**config.mk**
```make
export PLATFORM = sky130hd
export DESIGN_NAME = wrr_arbiter_ack
export DESIGN_NICKNAME = d
export VERILOG_FILES = /design/src/rtl/wrr_arbiter_ack.sv
export SDC_FILE = /design/constraint.sdc
export NUM_CORES = 1
export LEC_CHECK = 0
export ABC_AREA = 0
export ABC_CLOCK_PERIOD_IN_PS = 5800
export CAP_MARGIN = 5
export CORE_ASPECT_RATIO = 0.8
export CORE_UTILIZATION = 53
export DETAILED_ROUTE_END_ITERATION = 8
export MAX_ROUTING_LAYER = met4
export PLACE_DENSITY = 0.8
export SYNTH_ARGS = -nofsm -noshare
export SYNTH_HDL_FRONTEND = slang
export SYNTH_SLANG_ARGS = --single-unit
```
**constraint.sdc**
```tcl
create_clock -name clk -period 5.8 [get_ports clk]
set_input_delay 1.16 -clock clk [delete_from_list [all_inputs] [get_ports clk]]
set_output_delay 1.16 -clock clk [all_outputs]
set_load 0.01 [all_outputs]
```
**src/rtl/wrr_arbiter_ack.sv**
```systemverilog
// Weighted round-robin arbiter with registered one-hot grant, binary grant index,
// per-client credit counters and an optional grant/acknowledge hold mode.
module wrr_arbiter_ack #(
    parameter int unsigned CLIENTS      = 4,
    parameter int unsigned MAX_LEVELS   = 16,
    parameter int unsigned WAIT_GNT_ACK = 0,
    localparam int unsigned IW          = $clog2(CLIENTS),
    localparam int unsigned WW          = $clog2(MAX_LEVELS + 1)
) (
    input  logic                  clk,
    input  logic                  rst_n,
    input  logic                  block_arb,
    input  logic [CLIENTS*WW-1:0] cfg_weight,
    input  logic [CLIENTS-1:0]    req,
    input  logic [CLIENTS-1:0]    grant_ack,
    output logic                  grant_valid,
    output logic [CLIENTS-1:0]    grant,
    output logic [IW-1:0]         grant_id
);

    logic [WW-1:0]      weight   [CLIENTS];
    logic [WW-1:0]      used_q   [CLIENTS];
    logic [WW-1:0]      used_d   [CLIENTS];
    logic [IW-1:0]      ptr_q, ptr_d;
    logic [IW-1:0]      grant_id_q, grant_id_d;
    logic [CLIENTS-1:0] grant_q, grant_d;
    logic               grant_valid_q, grant_valid_d;

    logic [CLIENTS-1:0] enabled, eligible, cand;
    logic               replenish;
    logic               found;
    logic [IW-1:0]      winner;
    logic               ack_hit, upd;

    // Candidate set: eligible requesters, or all enabled requesters when credits are exhausted.
    always_comb begin
        enabled  = '0;
        eligible = '0;
        for (int unsigned i = 0; i < CLIENTS; i++) begin
            weight[i]   = cfg_weight[i*WW +: WW];
            enabled[i]  = (weight[i] != '0);
            eligible[i] = enabled[i] && (used_q[i] < weight[i]);
        end
        // Replenish only if some enabled client is actually asking; otherwise keep credits.
        replenish = ((req & eligible) == '0) && ((req & enabled) != '0);
        cand      = replenish ? (req & enabled) : (req & eligible);
    end

    // Round-robin search starting one past the last granted client, wrapping upward.
    always_comb begin
        logic [IW-1:0] idx;
        idx    = '0;
        found  = 1'b0;
        winner = '0;
        for (int unsigned k = 1; k <= CLIENTS; k++) begin
            idx = IW'((32'(ptr_q) + k) % CLIENTS);
            if (!found && cand[idx]) begin
                found  = 1'b1;
                winner = idx;
            end
        end
    end

    // Re-arbitrate when idle, every cycle in single-cycle mode, or when the held grant is acked.
    always_comb begin
        ack_hit = (WAIT_GNT_ACK != 0) ? |(grant_q & grant_ack) : 1'b1;
        upd     = !grant_valid_q || ack_hit;
    end

    // Next-state for grant registers, pointer and credit counters; credit is charged at load.
    always_comb begin
        grant_d       = grant_q;
        grant_id_d    = grant_id_q;
        grant_valid_d = grant_valid_q;
        ptr_d         = ptr_q;
        for (int unsigned i = 0; i < CLIENTS; i++) begin
            used_d[i] = used_q[i];
        end
        if (upd) begin
            if (!block_arb && found) begin
                grant_d         = '0;
                grant_d[winner] = 1'b1;
                grant_id_d      = winner;
                grant_valid_d   = 1'b1;
                ptr_d           = winner;
                if (replenish) begin
                    for (int unsigned i = 0; i < CLIENTS; i++) begin
                        used_d[i] = '0;
                    end
                    used_d[winner] = WW'(1);
                end else begin
                    used_d[winner] = used_q[winner] + WW'(1);
                end
            end else begin
                // Idle or blocked: drop the grant but leave pointer and credits untouched.
                grant_d       = '0;
                grant_id_d    = '0;
                grant_valid_d = 1'b0;
            end
        end
    end

    // State registers; reset leaves the pointer at the last client so client 0 wins first.
    always_ff @(posedge clk or negedge rst_n) begin
        if (!rst_n) begin
            grant_q       <= '0;
            grant_id_q    <= '0;
            grant_valid_q <= 1'b0;
            ptr_q         <= IW'(CLIENTS - 1);
            for (int unsigned i = 0; i < CLIENTS; i++) begin
                used_q[i] <= '0;
            end
        end else begin
            grant_q       <= grant_d;
            grant_id_q    <= grant_id_d;
            grant_valid_q <= grant_valid_d;
            ptr_q         <= ptr_d;
            for (int unsigned i = 0; i < CLIENTS; i++) begin
                used_q[i] <= used_d[i];
            end
        end
    end

    assign grant       = grant_q;
    assign grant_id    = grant_id_q;
    assign grant_valid = grant_valid_q;

endmodule

```
# [Yosys cells after proc, flatten, opt, wreduce, memory -nomap -nowiden]
# Cells that the tools add are included.
[word_totals] reg_bits=29 latchBits=0 ram_bits=0 mem_bits_ro=0 in_bits=31 output_inout_bits=7 word_cells=78 mem_count=0
[classes] add_sub_neg=5 mul=0 div=0 magnitude_cmp=12 n_eq_ne=0 shift=0 muxes=29 bitwise=3 n_reduce_logical=21
[op_table] cell="bitwise mux 20 bit" n=1
[op_table] cell="< comparator 5 bit" n=4
[op_table] cell="2-to-1 mux 20 bit" n=1
[op_table] cell="nonzero test 5 bit" n=4
[op_table] cell="< comparator 2 x 3 -> 1 bit (second input constant)" n=5
[op_table] cell="2-to-1 mux 5 bit" n=3
[op_table] cell="logical AND 1 bit" n=11
[op_table] cell="binary-select mux 5 bit (select 2 bit)" n=1
[op_table] cell="demux 5 bit (select 2 bit)" n=1
[op_table] cell="2-to-1 mux 1 bit" n=10
[op_table] cell="2-to-1 mux 2 bit" n=5
[op_table] cell="AND 4 bit" n=2
[op_table] cell="binary-select mux 1 bit (select 2 bit)" n=4
[op_table] cell="2-to-1 mux 4 bit" n=2
[op_table] cell="adder 5 x 1 -> 5 bit (second input constant)" n=1
[op_table] cell="adder 2 x 1 -> 2 bit (second input constant)" n=2
[op_table] cell="adder 2 bit (second input constant)" n=2
[op_table] cell="zero test 1 bit" n=4
[op_table] cell="zero test 4 bit" n=1
[op_table] cell="nonzero test 4 bit" n=1
[op_table] cell=">= comparator 3 bit (second input constant)" n=1
[op_table] cell="< comparator 3 x 1 -> 1 bit (second input constant)" n=1
[op_table] cell="NOT 2 -> 3 bit" n=1
[op_table] cell="demux 1 bit (select 2 bit)" n=1
[op_table] cell=">= comparator 2 x 1 -> 1 bit (second input constant)" n=1

# [Depth between registers and ports, before layout]
[depth] ltp_word=25 depth_mapped=17 ltp_nobuf=15

# [Least setup slack after synthesis]
# OpenSTA, ideal clock, no wires.
[synth_timing] kind="input to register" startpoint="input port cfg_weight[1]" endpoint="register used_q[14] (netlist bit)" setup_time_ps=68 t_arrival_ps=4794 required_time_ps=5732 path_slack_ps=939 stages=16 n_path_buf=2 path_cell_list="inv_1 -> ha_1 -> a2111o_1 -> a311o_2 -> a41o_1 -> and3_1 -> a311oi_2 -> nor2_1 -> buf_2 -> buf_1 -> a211oi_1 -> a21oi_1 -> ha_1 -> or2_1 -> a2111oi_2 -> a32o_1"
[synth_between] elab_chain_cells=25 elab_cells_between_ends=44 cone_classes="add/sub: 1; order compare: 3; mux: 24; bitwise: 3; reduce/logical: 13"
[synth_rtl] item="start: declaration" line_no="13" text="input logic [CLIENTS*WW-1:0] cfg_weight,"
[synth_rtl] item="< comparator 5 bit / nonzero test 5 bit (equally long branches)" line_no="42, 41"
[synth_rtl] item="logical AND 1 bit" line_no="42" text="eligible[i] = enabled[i] && (used_q[i] < weight[i]);"
[synth_rtl] item="AND 4 bit" line_no="45, 46"
[synth_rtl] item="zero test 4 bit" line_no="45" text="replenish = ((req & eligible) == '0) && ((req & enabled) != '0);"
[synth_rtl] item="logical AND 1 bit" line_no="45"
[synth_rtl] item="2-to-1 mux 4 bit" line_no="46" text="cand = replenish ? (req & enabled) : (req & eligible);"
[synth_rtl] item="binary-select mux 1 bit (select 2 bit)" line_no="57" text="if (!found && cand[idx]) begin"
[synth_rtl] item="2-to-1 mux 1 bit (not written as such)" line_no="57"
[synth_rtl] item="[... 9 more ...]"
[synth_rtl] item="2-to-1 mux 2 bit" line_no="57"
[synth_rtl] item="NOT 2 -> 3 bit (not written as such)" line_no="92" text="used_d[winner] = used_q[winner] + WW'(1);"
[synth_rtl] item="binary-select mux 5 bit (select 2 bit) (tied with other cells)" line_no="92"
[synth_rtl] item="2-to-1 mux 5 bit (not written as such) / logical AND 1 bit (equally long branches)" line_no="92"
[synth_rtl] item="2-to-1 mux 5 bit (not written as such)" line_no="92"
[synth_rtl] item="adder 5 x 1 -> 5 bit / demux 5 bit (select 2 bit) (equally long branches)" line_no="92"
[synth_rtl] item="bitwise mux 20 bit" line_no="92"
[synth_rtl] item="2-to-1 mux 20 bit" line_no="86" text="if (replenish) begin"
[synth_rtl] item="end signal: indexed assignment" line_no="119" text="used_q[i] <= used_d[i];"
[synth_rtl] item="end: declaration" line_no="22" text="logic [WW-1:0] used_q [CLIENTS];"
# Parallel ways exist; a longest one is shown, timed or not. The select of a mux whose other input is x is not followed.
# A chain may end at the register's enable or synchronous reset.

# [Worst setup path in the final report]
[layout_timing] startpoint="input port cfg_weight[2]" endpoint="register used_q[14] (netlist bit)"
# The elaborated chain is that of the path after synthesis.

==> flow_metrics.py <==
metrics = {
    "sta": {
        "grt_setup_unrepaired": "no",
        "worst_slew_pin_slew_ns": 0.626,
        "final_max_slew_viol_count": 0,
        "layout_min_cycle_time_ns": 5.01,
        "setup-violations-final": 0,
        "hold_viol_final": 0,
        "post-route-period-util_pct": 86.4,
        "maxClockFrequency_ghz": 0.200,
        "maxSlewHeadroom_pct": 57.8,
        "finClkSkew_ns": 0.00733,
        "finalSetupTns_ns": 0,
    },
    "clock_tree": {
        "path_clk_slew_ns": 0.06,
        "clk_latency_ns": 0.28,
        "cts-htree-levels": 2,
        "clk_path_buf_depth": 2,
        "cts_tree": "yes",
        "cts_hold_buf": 0,
        "cts_resized": 0,
        "cts.sinks": 29,
        "root_buffer": "clkbuf_8",
        "cts_made_buffers": 5,
        "post-cts-setup-buffers": 0,
    },
    "drt": {
        "drtIter0Drc": 98,
        "via_count": 2022,
        "wl_um": 5230,
        "vias_per_cell": 6.05,
        "ant_nets": 0,
        "route.detailed.drc": 0,
        "dr.pass1.iters": 4,
        "wire_per_inst_um": 15.6,
    },
    "logic_synthesis": {
        "synthAdderAreaFrac_pct": 9.58,
        "syn-num-nets": 287,
        "synthFlopType": "dfrtp_1",
        "synth_top_family_by_area": "compound AO/OA/AOI/OAI gates",
        "synthXorXnorAreaFrac_pct": 1.18,
        "syn_inst": 239,
        "ys_ff_latch": 29,
        "synth_cell_types": 62,
        "yosysWarnings": 0,
        "syn_area_per_cell_um2": 9.29,
        "synthSimpleGateAreaFrac_pct": 18.1,
        "async_flop_share_pct": 100,
        "synth_compound_gate_area_share_pct": 28.6,
        "synth_edf_count": 0,
        "yosys-mux-area-fraction_pct": 3.61,
        "syn_area_mm2": 0.00222,
        "yosysSeqAreaShare_pct": 32.8,
    },
    "placed_design": {
        "post-dp-hpwl_um": 3920,
        "routabilityCongestion": 0.866,
        "io_buffers": 33,
    },
    "min_path": {
        "hold_path_class": "reg -> reg",
    },
    "floorplan": {
        "die_area_mm2": 0.00446,
        "num_rows": 20,
        "die_y_um": 59.9,
        "core_area_mm2": 0.00390,
        "ios": 38,
        "die_x_um": 74.4,
        "initial_core_util_pct": 56.9,
    },
    "finish": {
        "final_util_pct": 69.5,
        "antenna_cells": 0,
        "fillers": 330,
        "syn_to_final_growth_pct": 22.1,
        "finalNetCount": 326,
        "drive_gt1_share_pct": 10.8,
    },
    "critical_path": {
        "startpoint_type": "input pin",
        "cp.required_ns": 6.02,
        "end_kind": "register",
        "cp_max_fo": 8,
        "path_class": "in -> reg",
        "cp_data_arrival_time_ns": 5.23,
    },
    "global_routing": {
        "grt_max_degree": 30,
        "antenna_found_initial": 0,
        "grt_pass1_vias": 1779,
        "grt.total_usage_pct": 25.3,
        "grt_pass1_wl_um": 8190,
        "overflow": 0,
    },
    "power_and_ir_drop": {
        "ir_drop_uv": 303,
        "power.leakage_nw": 1.25,
        "power.density_mw_per_mm2": 465,
        "power_mw": 1.26,
    },
    "flow_run": {
        "drv_cap": 0,
    },
    "outcome": {
        "status": "finished, final reports clean",
    },
}
cells in the mapped netlist, drive strengths merged (2+ instances only):
| master | count | area [um^2] |
|---|---|---|
| a211oi | 5 | 37.5 |
| o31ai | 3 | 22.5 |
| ha | 17 | 213 |
| nor2 | 11 | 43.8 |
| or4 | 5 | 45.0 |
| a2111o | 4 | 45.0 |
| o211ai | 3 | 22.5 |
| a21o | 2 | 15.0 |
| nand3 | 9 | 45.0 |
| o21ai | 13 | 95.1 |
| o311ai | 3 | 26.3 |
| o2bb2ai | 2 | 17.5 |
| dfrtp | 27 | 676 |
| nand2 | 24 | 90.1 |
| xor2 | 2 | 17.5 |
| or3 | 3 | 18.8 |
| nor3 | 3 | 15.0 |
| dfstp | 2 | 52.6 |
| a311oi | 5 | 73.8 |
| nand2b | 9 | 56.3 |
| a32o | 5 | 50.1 |
| mux2i | 8 | 80.1 |
| o22ai | 2 | 12.5 |
| buf | 7 | 37.5 |
| a311o | 3 | 32.5 |
| o211a | 2 | 20.0 |
| nand4 | 4 | 25.0 |
| a21oi | 7 | 35.0 |
| and2 | 3 | 18.8 |
| inv | 24 | 90.1 |
power breakdown:
part	switching (mW)	internal, mW
Clock	0.0728	0.0839
Combinational	0.401	0.318
Sequential	0.100	0.286
through the flow:
stage | instances | hold slack (ns) | cell area (um^2) | worst slack [ns]
3_5_place_dp | 326 | 0.565 | 2630 | 0.529
3_3_place_gp | 326 | 0.558 | 2630 | 0.549
4_1_cts | 334 | 0.579 | 2710 | 0.818
2_1_floorplan | 239 | 0.509 | 2220 | 0.939
5_1_grt | 334 | 0.590 | 2710 | 0.580
6_report | 334 | 0.575 | 2710 | 0.790
cells in the final DEF (no fill, tap or decap), types with 5 or more instances in the layout:
cell type / count
a211oi_1: 5
a21oi_1: 7
a32o_1: 5
buf_4: 7
clkbuf_8: 5
clkdlybuf4s50_1: 33
dfrtp_1: 27
ha_1: 17
inv_1: 24
mux2i_1: 8
nand2_1: 24
nand2b_1: 9
nand3_1: 9
nor2_1: 10
o21ai_0: 9
cell families (layout without fill, tap and decap cells):
kind of cell / after synthesis / after routing
buffers and inverters: 33 / 73
and+or+nand+nor: 77 / 77
DFF: 29 / 29
muxes: 8 / 8
xor gates and xnor gates: 3 / 3
adders and majority gates: 17 / 17
AOI/OAI and AO/OA: 72 / 72
layout make-up:
class / count / area, um^2 / area share, %
tap: 55 / 68.8 / 2.54
timing repair buffer: 40 / 383 / 14.1
sequential: 29 / 728 / 26.8
inverter: 25 / 93.8 / 3.46
clock inverter: 1 / 5.00 / 0.185
clock buffer: 7 / 76.3 / 2.81
multi-input combinational: 177 / 1360 / 50.0
critical path, stage by stage:
cell and delay (ns):
clkdlybuf4s50_1 0.52, inv_1 0.06, ha_1 0.20, a2111o_1 0.40, a311o_2 0.45, a41o_1 0.24
and3_1 0.18, a311oi_2 0.38, nor2_1 0.23, a211oi_1 0.27, a21oi_1 0.07, ha_1 0.24
or2_1 0.24, a2111oi_2 0.41, a32o_1 0.17
worst paths after layout:
path	from	to	slack (ns)	cells past startpoint
hold / removal	ptr_q[0]	ptr_q[0]	0.58	1
setup / recovery	cfg_weight[2]	used_q[14]	0.79	15
hold reg to reg	ptr_q[0]	ptr_q[0]	0.58	1
max in group asynchronous	rst_n	ptr_q[1]	4.23	2
setup reg to reg	used_q[16]	used_q[14]	1.76	13
min in group asynchronous	rst_n	used_q[15]	1.26	2
routing by layer:
layer	wire [um]	global-route usage, %	share of wire, %	vias to the layer above
met2	2290	37.5	44	69
li1	-	-	-	993
met4	29	7.55	0.55	0
met5	0	-	0	-
met3	360	3.54	6.9	3
met1	2550	35.9	49	957
flip-flops by register name (all words and copies together) (netlist names):
signal and cells:
grant_id 2, grant_valid 1, grant 4, used_q 20, ptr_q 2
No activity file was read; power rests on OpenSTA's default activity.
